$ cat src/rtl/sram_rd_streamer.sv
// sram_rd_streamer: reads a burst of N words from a synchronous SRAM in linear
// or bit-reversed index order and streams them out through a 4-entry FIFO
// with a valid/ready handshake. Reads are throttled so that reads in flight
// plus FIFO entries never exceed the FIFO depth.
module sram_rd_streamer #(
  parameter int AW    = 12,
  parameter int DW    = 8,
  parameter int NLOG2 = 11
) (
  input  logic          clk,
  input  logic          rst,
  input  logic          start,
  input  logic [AW-1:0] base_addr,
  input  logic [AW-1:0] count,
  input  logic          bitrev,
  output logic          busy,
  output logic          done,
  output logic          sram_cs,
  output logic          sram_w,
  output logic [AW-1:0] sram_addr,
  input  logic [DW-1:0] sram_rdata,
  output logic          m_valid,
  output logic [DW-1:0] m_data,
  output logic          m_last,
  input  logic          m_ready
);

  // Index counter holds 0..2^NLOG2, so it needs one bit beyond the FFT width.
  localparam int IW = NLOG2 + 1;
  // Common width wide enough for both the count port and the index range.
  localparam int CW = (AW > IW) ? AW + 1 : IW + 1;
  localparam int FD = 4;

  typedef enum logic [1:0] {
    S_IDLE,
    S_RUN,
    S_DRAIN
  } state_t;

  state_t        state;
  logic [AW-1:0] base_q;
  logic          bitrev_q;
  logic [IW-1:0] n_q;
  logic [IW-1:0] idx;
  logic          last_issue;

  // Read pipeline: sram_cs marks stage 1, p2_valid marks the cycle the SRAM
  // word is on sram_rdata. The last-beat tag travels alongside.
  logic          p1_last;
  logic          p2_valid;
  logic          p2_last;

  // Output FIFO
  logic [DW-1:0] fifo_data [FD];
  logic          fifo_last [FD];
  logic [1:0]    wr_ptr;
  logic [1:0]    rd_ptr;
  logic [2:0]    occ;
  logic [2:0]    pending;
  logic          room;
  logic          pop;

  logic [CW-1:0] count_w;
  logic [CW-1:0] n_max_w;
  logic [IW-1:0] n_eff;

  // Address offset for index i: either i itself or i's low NLOG2 bits reversed.
  function automatic logic [AW-1:0] addr_offset(input logic [IW-1:0] i, input logic rev);
    logic [CW-1:0] wide;
    wide = '0;
    if (rev) begin
      for (int b = 0; b < NLOG2; b++) wide[b] = i[NLOG2-1-b];
    end else begin
      wide[IW-1:0] = i;
    end
    return wide[AW-1:0];
  endfunction

  // Effective burst length: count clamped to the FFT size.
  always_comb begin
    // NOTE: every always_comb output gets a value on every path, otherwise a latch is inferred.
    count_w = CW'(count);
    n_max_w = CW'(1) << NLOG2;
    n_eff   = (count_w > n_max_w) ? IW'(n_max_w) : IW'(count_w);
  end

  // Words issued but not yet popped must never exceed the FIFO depth.
  assign pending    = occ + {2'b00, sram_cs} + {2'b00, p2_valid};
  assign room       = (pending < 3'd4);
  assign last_issue = (idx == n_q - IW'(1));
  assign pop        = m_valid && m_ready;

  assign busy    = (state != S_IDLE);
  assign sram_w  = 1'b0;
  assign m_valid = (occ != 3'd0);
  assign m_data  = fifo_data[rd_ptr];
  assign m_last  = m_valid && fifo_last[rd_ptr];

  // Burst control FSM: captures the request, issues reads, tracks completion.
  always_ff @(posedge clk) begin
    if (rst) begin
      state     <= S_IDLE;
      base_q    <= '0;
      bitrev_q  <= 1'b0;
      n_q       <= '0;
      idx       <= '0;
      done      <= 1'b0;
      sram_cs   <= 1'b0;
      sram_addr <= '0;
      p1_last   <= 1'b0;
      p2_valid  <= 1'b0;
      p2_last   <= 1'b0;
    end else begin
      // NOTE: non-blocking assignments so every register updates from pre-edge values.
      done     <= 1'b0;
      sram_cs  <= 1'b0;
      p2_valid <= sram_cs;
      p2_last  <= p1_last;
      unique case (state)
        S_IDLE: begin
          if (start) begin
            if (n_eff == '0) begin
              done <= 1'b1;
            end else begin
              base_q    <= base_addr;
              bitrev_q  <= bitrev;
              n_q       <= n_eff;
              idx       <= IW'(1);
              sram_cs   <= 1'b1;
              sram_addr <= base_addr;
              p1_last   <= (n_eff == IW'(1));
              state     <= (n_eff == IW'(1)) ? S_DRAIN : S_RUN;
            end
          end
        end
        S_RUN: begin
          if (room) begin
            sram_cs   <= 1'b1;
            sram_addr <= base_q + addr_offset(idx, bitrev_q);
            p1_last   <= last_issue;
            idx       <= idx + IW'(1);
            if (last_issue) state <= S_DRAIN;
          end
        end
        S_DRAIN: begin
          if (pop && m_last) begin
            state <= S_IDLE;
            done  <= 1'b1;
          end
        end
        default: state <= S_IDLE;
      endcase
    end
  end

  // Output FIFO: filled two cycles after each issue, drained by the handshake.
  always_ff @(posedge clk) begin
    if (rst) begin
      wr_ptr <= '0;
      rd_ptr <= '0;
      occ    <= '0;
      // NOTE: storage is reset as well so m_data reads 0 out of reset; only 4 entries.
      for (int k = 0; k < FD; k++) begin
        fifo_data[k] <= '0;
        fifo_last[k] <= 1'b0;
      end
    end else begin
      if (p2_valid) begin
        fifo_data[wr_ptr] <= sram_rdata;
        fifo_last[wr_ptr] <= p2_last;
        wr_ptr            <= wr_ptr + 2'd1;
      end
      if (pop) rd_ptr <= rd_ptr + 2'd1;
      occ <= occ + {2'b00, p2_valid} - {2'b00, pop};
    end
  end

endmodule

$ cat config.mk
export PLATFORM = sky130hd
export DESIGN_NAME = sram_rd_streamer
export DESIGN_NICKNAME = d
export VERILOG_FILES = /design/src/rtl/sram_rd_streamer.sv
export SDC_FILE = /design/constraint.sdc
export NUM_CORES = 1
export LEC_CHECK = 0
export CAP_MARGIN = 20
export CORE_ASPECT_RATIO = 0.75
export CORE_UTILIZATION = 64
export DETAILED_ROUTE_END_ITERATION = 7
export DONT_BUFFER_PORTS = 1
export HOLD_SLACK_MARGIN = 0.12
export PLACE_DENSITY = 0.85
export SYNTH_ARGS = -nofsm -noshare
export SYNTH_HDL_FRONTEND = slang
export SYNTH_SLANG_ARGS = --single-unit
$ cat constraint.sdc
create_clock -name clk -period 3.6 [get_ports clk]
set_input_delay 0.54 -clock clk [delete_from_list [all_inputs] [get_ports clk]]
set_output_delay 0.54 -clock clk [all_outputs]
set_load 0.02 [all_outputs]
# Yosys cells after proc, flatten, opt, wreduce, memory -nomap -nowiden
# Memories as Yosys holds them, arrays and structs flattened. A register that Yosys moved wholly into a read port is not among the register bits.
# Cells that the tools add are included.
# op_classes
muxes	51
n_eq_ne	9
n_bitwise	1
reduce_logical	13
add_sub_neg	9
order_cmp	2
# ops
cell	count
12-bit two-way mux	7
12-bit one-hot mux with 2 select lines	2
11-bit two-way mux	4
2-bit two-way mux	12
1-bit two-way mux	21
12-bit by 1-bit adder with 12-bit output (second input constant)	1
12-bit adder	1
12-bit by 1-bit == test with 1-bit output (second input constant)	1
12-bit == test	1
12-bit greater-than comparator (second input constant)	1
12-bit zero test	1
12-bit by 1-bit subtractor with 12-bit output (second input constant)	1
2-bit != test (second input constant)	5
3-bit by 1-bit adder with 3-bit output	3
8-bit two-way mux	1
8-bit OR reduction	1
1-bit one-hot mux with 2 select lines	3
2-bit one-hot mux with 3 select lines	1
5-bit AND reduction	1
2-bit by 1-bit adder with 2-bit output (second input constant)	2
4-bit AND reduction	1
2-bit nonzero test	2
1-bit logical AND	3
3-bit less-than comparator (second input constant)	1
8 further kinds	8
# totals
memories	2
register_bits	63
ramBits	36
out_inout_bits	26
# memory_table
name	words	word_bits	read_ports	rd_clocked_by_memory_dff	write_ports	line_no	text
fifo_data	4	8	1	1	4	54	logic [DW-1:0] fifo_data [FD];
fifo_last	4	1	1	1	4	55	logic fifo_last [FD];

# Logic depth before layout (Yosys ltp)
# logic_depth
depth_word	9
mapped_depth	11
mapped_depth_nobuf	11

# Worst setup path after synthesis
# No wires, ideal clock.
# synth_timing
path_type	flip-flop to flip-flop
from	reg bitrev_q
to	reg sram_addr[9]
arrival_ps	2787
required_time_ps	3475
stages_incl_launch_ff	11
setup_ps	125
path_slack_ps	687
period_less_slack_ps	2913
path_cell_list	dfxtp_1 clkbuf_1 mux2i_1 inv_1 ha_1 a21o_1 a211o_1 a2111oi_0 o31a_1 and2_1 o21ai_0
# synth_between
elab_chain_len	7
# synth_rtl
element	line_no	text
start, declared	42	logic bitrev_q;
start signal, assigned	126	bitrev_q <= bitrev;
11-bit two-way mux	71	if (rev) begin
11-bit two-way mux	137	if (room) begin
11-bit two-way mux	119	unique case (state)
11-bit two-way mux	101	if (rst) begin
12-bit adder	139	sram_addr <= base_q + addr_offset(idx, bitrev_q);
12-bit two-way mux	137	
12-bit one-hot mux with 2 select lines	119	
end signal, assigned	130	sram_addr <= base_addr;
end signal, assigned	139	
end, declared	20	output logic [AW-1:0] sram_addr,
# No other way between the ends. The select of a mux whose other input is x is not followed.
# A chain may end at the register's enable or synchronous reset.

# Worst setup path in the final report
# Same ends and word-level chain as after synthesis.

==> reports/qor.csv <==
stage,metric,value,unit
outcome,status,"finished, final reports clean",
synthesis,yosys_warnings,0,
synthesis,yosysSeqAreaShare,43.9,%
cts,post_cts_buffers,0,
synthesis,yosys.cell_count.top_type,nand2_1,
grt,antenna_found_initial,0,
critical_path,crit_end,sram_addr[9]$_SDFFE_PP0P_,
routing,wl_per_cell,18.5,um
die,rows,28,
synthesis,synth-xor-area-share,4.68,%
timing,whs,0.267,ns
placement,post-dp-hpwl,9100,um
grt,grtUsageTotal,30.1,%
timing,finalCriticalPeriod,3.23,ns
critical_path,regToRegSetupSlack,0.37,ns
power_and_ir_drop,p_sw_share,34.2,%
grt,overflow,0,
routing,avgViaCountPerCell,6.35,
placement,port_buffers,0,
timing,worst_pin_slew,1.06,ns
power_and_ir_drop,seqPwrFrac,47.5,%
critical_path,worst-path-max-fanout,12,
synthesis,synth_compound_area_share,13.1,%
cts,cts_root_buf,clkbuf_16,
die,start_util,67.3,%
grt,grt_start_max_net_pins,53,
timing,fin_tns_setup,0,ns
routing,ant_nets,0,
power_and_ir_drop,power_density,563,nW/um^2
timing,drv_slew,0,
routing,drc,0,
synthesis,synth_top_area_share,24.0,%
cts,postCtsHoldBufs,0,
power_and_ir_drop,finalPower,3.23,mW
synthesis,syn_nets,648,
power_and_ir_drop,clock_power_share,27.4,%
synthesis,synth_top_family_by_area,simple AND/OR/NAND/NOR gates,
timing,rsz0062_at_grt,false,
die,dieHeight,81.7,um
synthesis,synth-edff-count,36,
critical_path,r2r_cells,9,
critical_path,worstPathRequired,3.83,ns
cts,clkSinkCount,101,
critical_path,startpoint_type,flop,
final_layout,fin_util,71.2,%
synthesis,yosysUniqueCellTypes,72,
power_and_ir_drop,power_switching,1.11,mW
cts,cts_resized,0,
timing,setup_viol,0,
routing,drt-initial-drc-count,465,
timing,clock_skew,0.00637,ns
synthesis,ys_top_cells_by_area,"dfxtp_1 24%, edfxtp_1 20%, nand2_1 5.3%",
synthesis,synth_mux_area_share,6.37,%
power_and_ir_drop,combPwrFrac,25.1,%
synthesis,synth-simple-area-share,23.2,%
critical_path,crit_start,bitrev_q$_SDFFE_PP0P_,
timing,finalCritPeriodShare,89.7,%
final_layout,fill_cells,582,
final_layout,nNetsFinal,629,
grt,first_global_vias,4090,
synthesis,netlist_area,5420,um^2
die,fp.dieW,108,um
timing,hold_viol,0,
synthesis,synthArstFlopShare,0,%
die,boundaryPins,63,
critical_path,critical_path_class,reg2reg,
power_and_ir_drop,vdd_drop_max,0.000402,V
critical_path,crit_arrival,3.46,ns
routing,wirelength,12700,um
final_layout,area_growth,5.84,%
cts,path_clk_slew,0.07,ns
final_layout,drive_gt1_share,8.98,%
synthesis,ys.flop_type,dfxtp_1,
die,core_area,8060,um^2
synthesis,yosys-top-cells-count,"77 x nand2_1, 65 x dfxtp_1, 63 x nor2_1",
routing,vias,4342,
final_layout,n_antenna_cell,0,
cts,h-tree-depth,3,
synthesis,synth_cells,593,
cts,clockBufferDepth,2,
power_and_ir_drop,internal_power,2.13,mW
power_and_ir_drop,leakage,2.18,nW
cts,numCtsBuffers,9,
critical_path,endpoint_kind,flop,
critical_path,reg2reg_from,bitrev_q$_SDFFE_PP0P_,
cts,clk_latency,0.35,ns
synthesis,synth-seq-cells,101,
job,drv_cap,0,
synthesis,synth_top_area_cell,dfxtp_1,
hold_path,hold_path_class,in2reg,
grt,grt_pass1_wl,20000,um
placement,place_congestion,0.867,
synthesis,synthAdderAreaFrac,4.43,%
cts,tritoncts,yes,
timing,max_slew_margin,29.2,%
die,die_area,8850,um^2
timing,fmax,310,MHz
critical_path,r2r_end,sram_addr[9]$_SDFFE_PP0P_,
synthesis,syn_avg_cell_area,9.15,um^2
routing,dr.pass1.iters,6,
[cell type report]
class                   instances  area (um^2)  share of cell area, %
multi-input cells             433         2820                   49.1
flip-flops and latches        101         2380                   41.5
clock buffers                  12          246                   4.29
well taps                     105          131                   2.29
inverters                      22         82.6                   1.44
repair buffers                  7         52.6                  0.915
clock inverters                 4         25.0                  0.436
[routing by layer]
| layer | vias to the layer above | part of all wire, % | wire [um] | GRT usage, % |
|---|---|---|---|---|
| li1 | 2066 | - | - | - |
| met1 | 2026 | 42 | 5340 | 39.0 |
| met2 | 214 | 46 | 5770 | 48.9 |
| met3 | 36 | 9.6 | 1220 | 7.78 |
| met4 | 0 | 2.5 | 322 | 11.8 |
| met5 | - | 0 | 0 | 0 |
[how the worst min path moves through the flow]
| stage | start | to | slack [ns] | depth (start not counted) |
|---|---|---|---|---|
| 4_1_cts | rst | occ[1]$_SDFF_PP0_ | 0.25 | 1 |
| 3_5_place_dp | base_q[0]$_SDFFE_PP0P_ | base_q[0]$_SDFFE_PP0P_ | 0.46 | 2 |
| 5_1_grt | rst | occ[1]$_SDFF_PP0_ | 0.25 | 1 |
| 3_3_place_gp | base_q[0]$_SDFFE_PP0P_ | base_q[0]$_SDFFE_PP0P_ | 0.45 | 2 |
| 2_1_floorplan | p1_last$_SDFFE_PP0P_ | p2_last$_SDFF_PP0_ | 0.43 | 1 |
| 6_report | rst | occ[1]$_SDFF_PP0_ | 0.27 | 1 |
[cells in the final DEF, fill, tap and decap left out, types with 3 or more instances in the layout]
| master | n |
|---|---|
| nand2b_1 | 5 |
| ha_1 | 16 |
| xnor2_1 | 21 |
| a211oi_1 | 4 |
| a31oi_1 | 4 |
| o41ai_1 | 3 |
| mux2i_1 | 3 |
| xor2_1 | 8 |
| and2_1 | 13 |
| o21ai_0 | 15 |
| or3_1 | 5 |
| o21a_1 | 5 |
| inv_1 | 22 |
| nor2_1 | 63 |
| a311oi_1 | 3 |
| nor3b_1 | 4 |
| edfxtp_1 | 36 |
| a22oi_1 | 3 |
| or2_2 | 3 |
| and3_1 | 4 |
| dfxtp_1 | 65 |
| o21ai_1 | 3 |
| mux4_2 | 9 |
| buf_4 | 7 |
| nand3_1 | 16 |
| nor4_1 | 11 |
| clkbuf_16 | 9 |
| nand3b_1 | 7 |
| nand4_1 | 8 |
| mux2_2 | 10 |
| nor3_1 | 12 |
| nor2b_1 | 10 |
| nand2_1 | 77 |
| a21oi_1 | 44 |
[power by group through the flow]
stage	clock, mW	sequential, mW	combinational, mW
floorplan	0	1.46	0.700
global placement	0	1.54	0.758
detailed placement	0	1.56	0.796
CTS	0.899	1.54	0.802
global route	0.931	1.55	0.889
finish	0.887	1.54	0.811
[critical path, stage by stage, from the launching register on]
cell       delay (ns)
dfxtp_1          0.60
mux2i_1          0.37
inv_1            0.08
ha_1             0.28
a21o_1           0.19
a211o_1          0.31
a2111oi_0        0.74
o31a_1           0.33
and2_1           0.15
o21ai_0          0.07
[registers in the layout, indices dropped and copies added, names as in the netlist, 2 cells and up, named ones only]
signal / flops
state: 2
fifo_data: 32
base_q: 12
sram_addr: 12
fifo_last: 4
idx: 12
wr_ptr: 2
n_q: 12
occ: 3
rd_ptr: 2
[metrics by stage]
| step | instance area, um^2 | cells | worst slack (ns) |
|---|---|---|---|
| finish | 5740 | 684 | 0.369 |
| floorplan | 5420 | 593 | 0.687 |
| CTS | 5740 | 684 | 0.402 |
| detailed placement | 5470 | 668 | 0.405 |
| global placement | 5470 | 668 | 0.572 |
| global route | 5740 | 684 | 0.195 |
[cell families (layout without fill, tap and decap cells)]
group	count (synthesis)	in the layout
AO/OA/AOI/OAI	109	109
XOR/XNOR	29	29
adder cells (fa/ha/maj)	18	18
buffers and inverters	59	45
flip-flops	101	101
multiplexers	22	22
other	1	1
AND/OR/NAND/NOR	254	254
(Power assumes the default switching activity.)
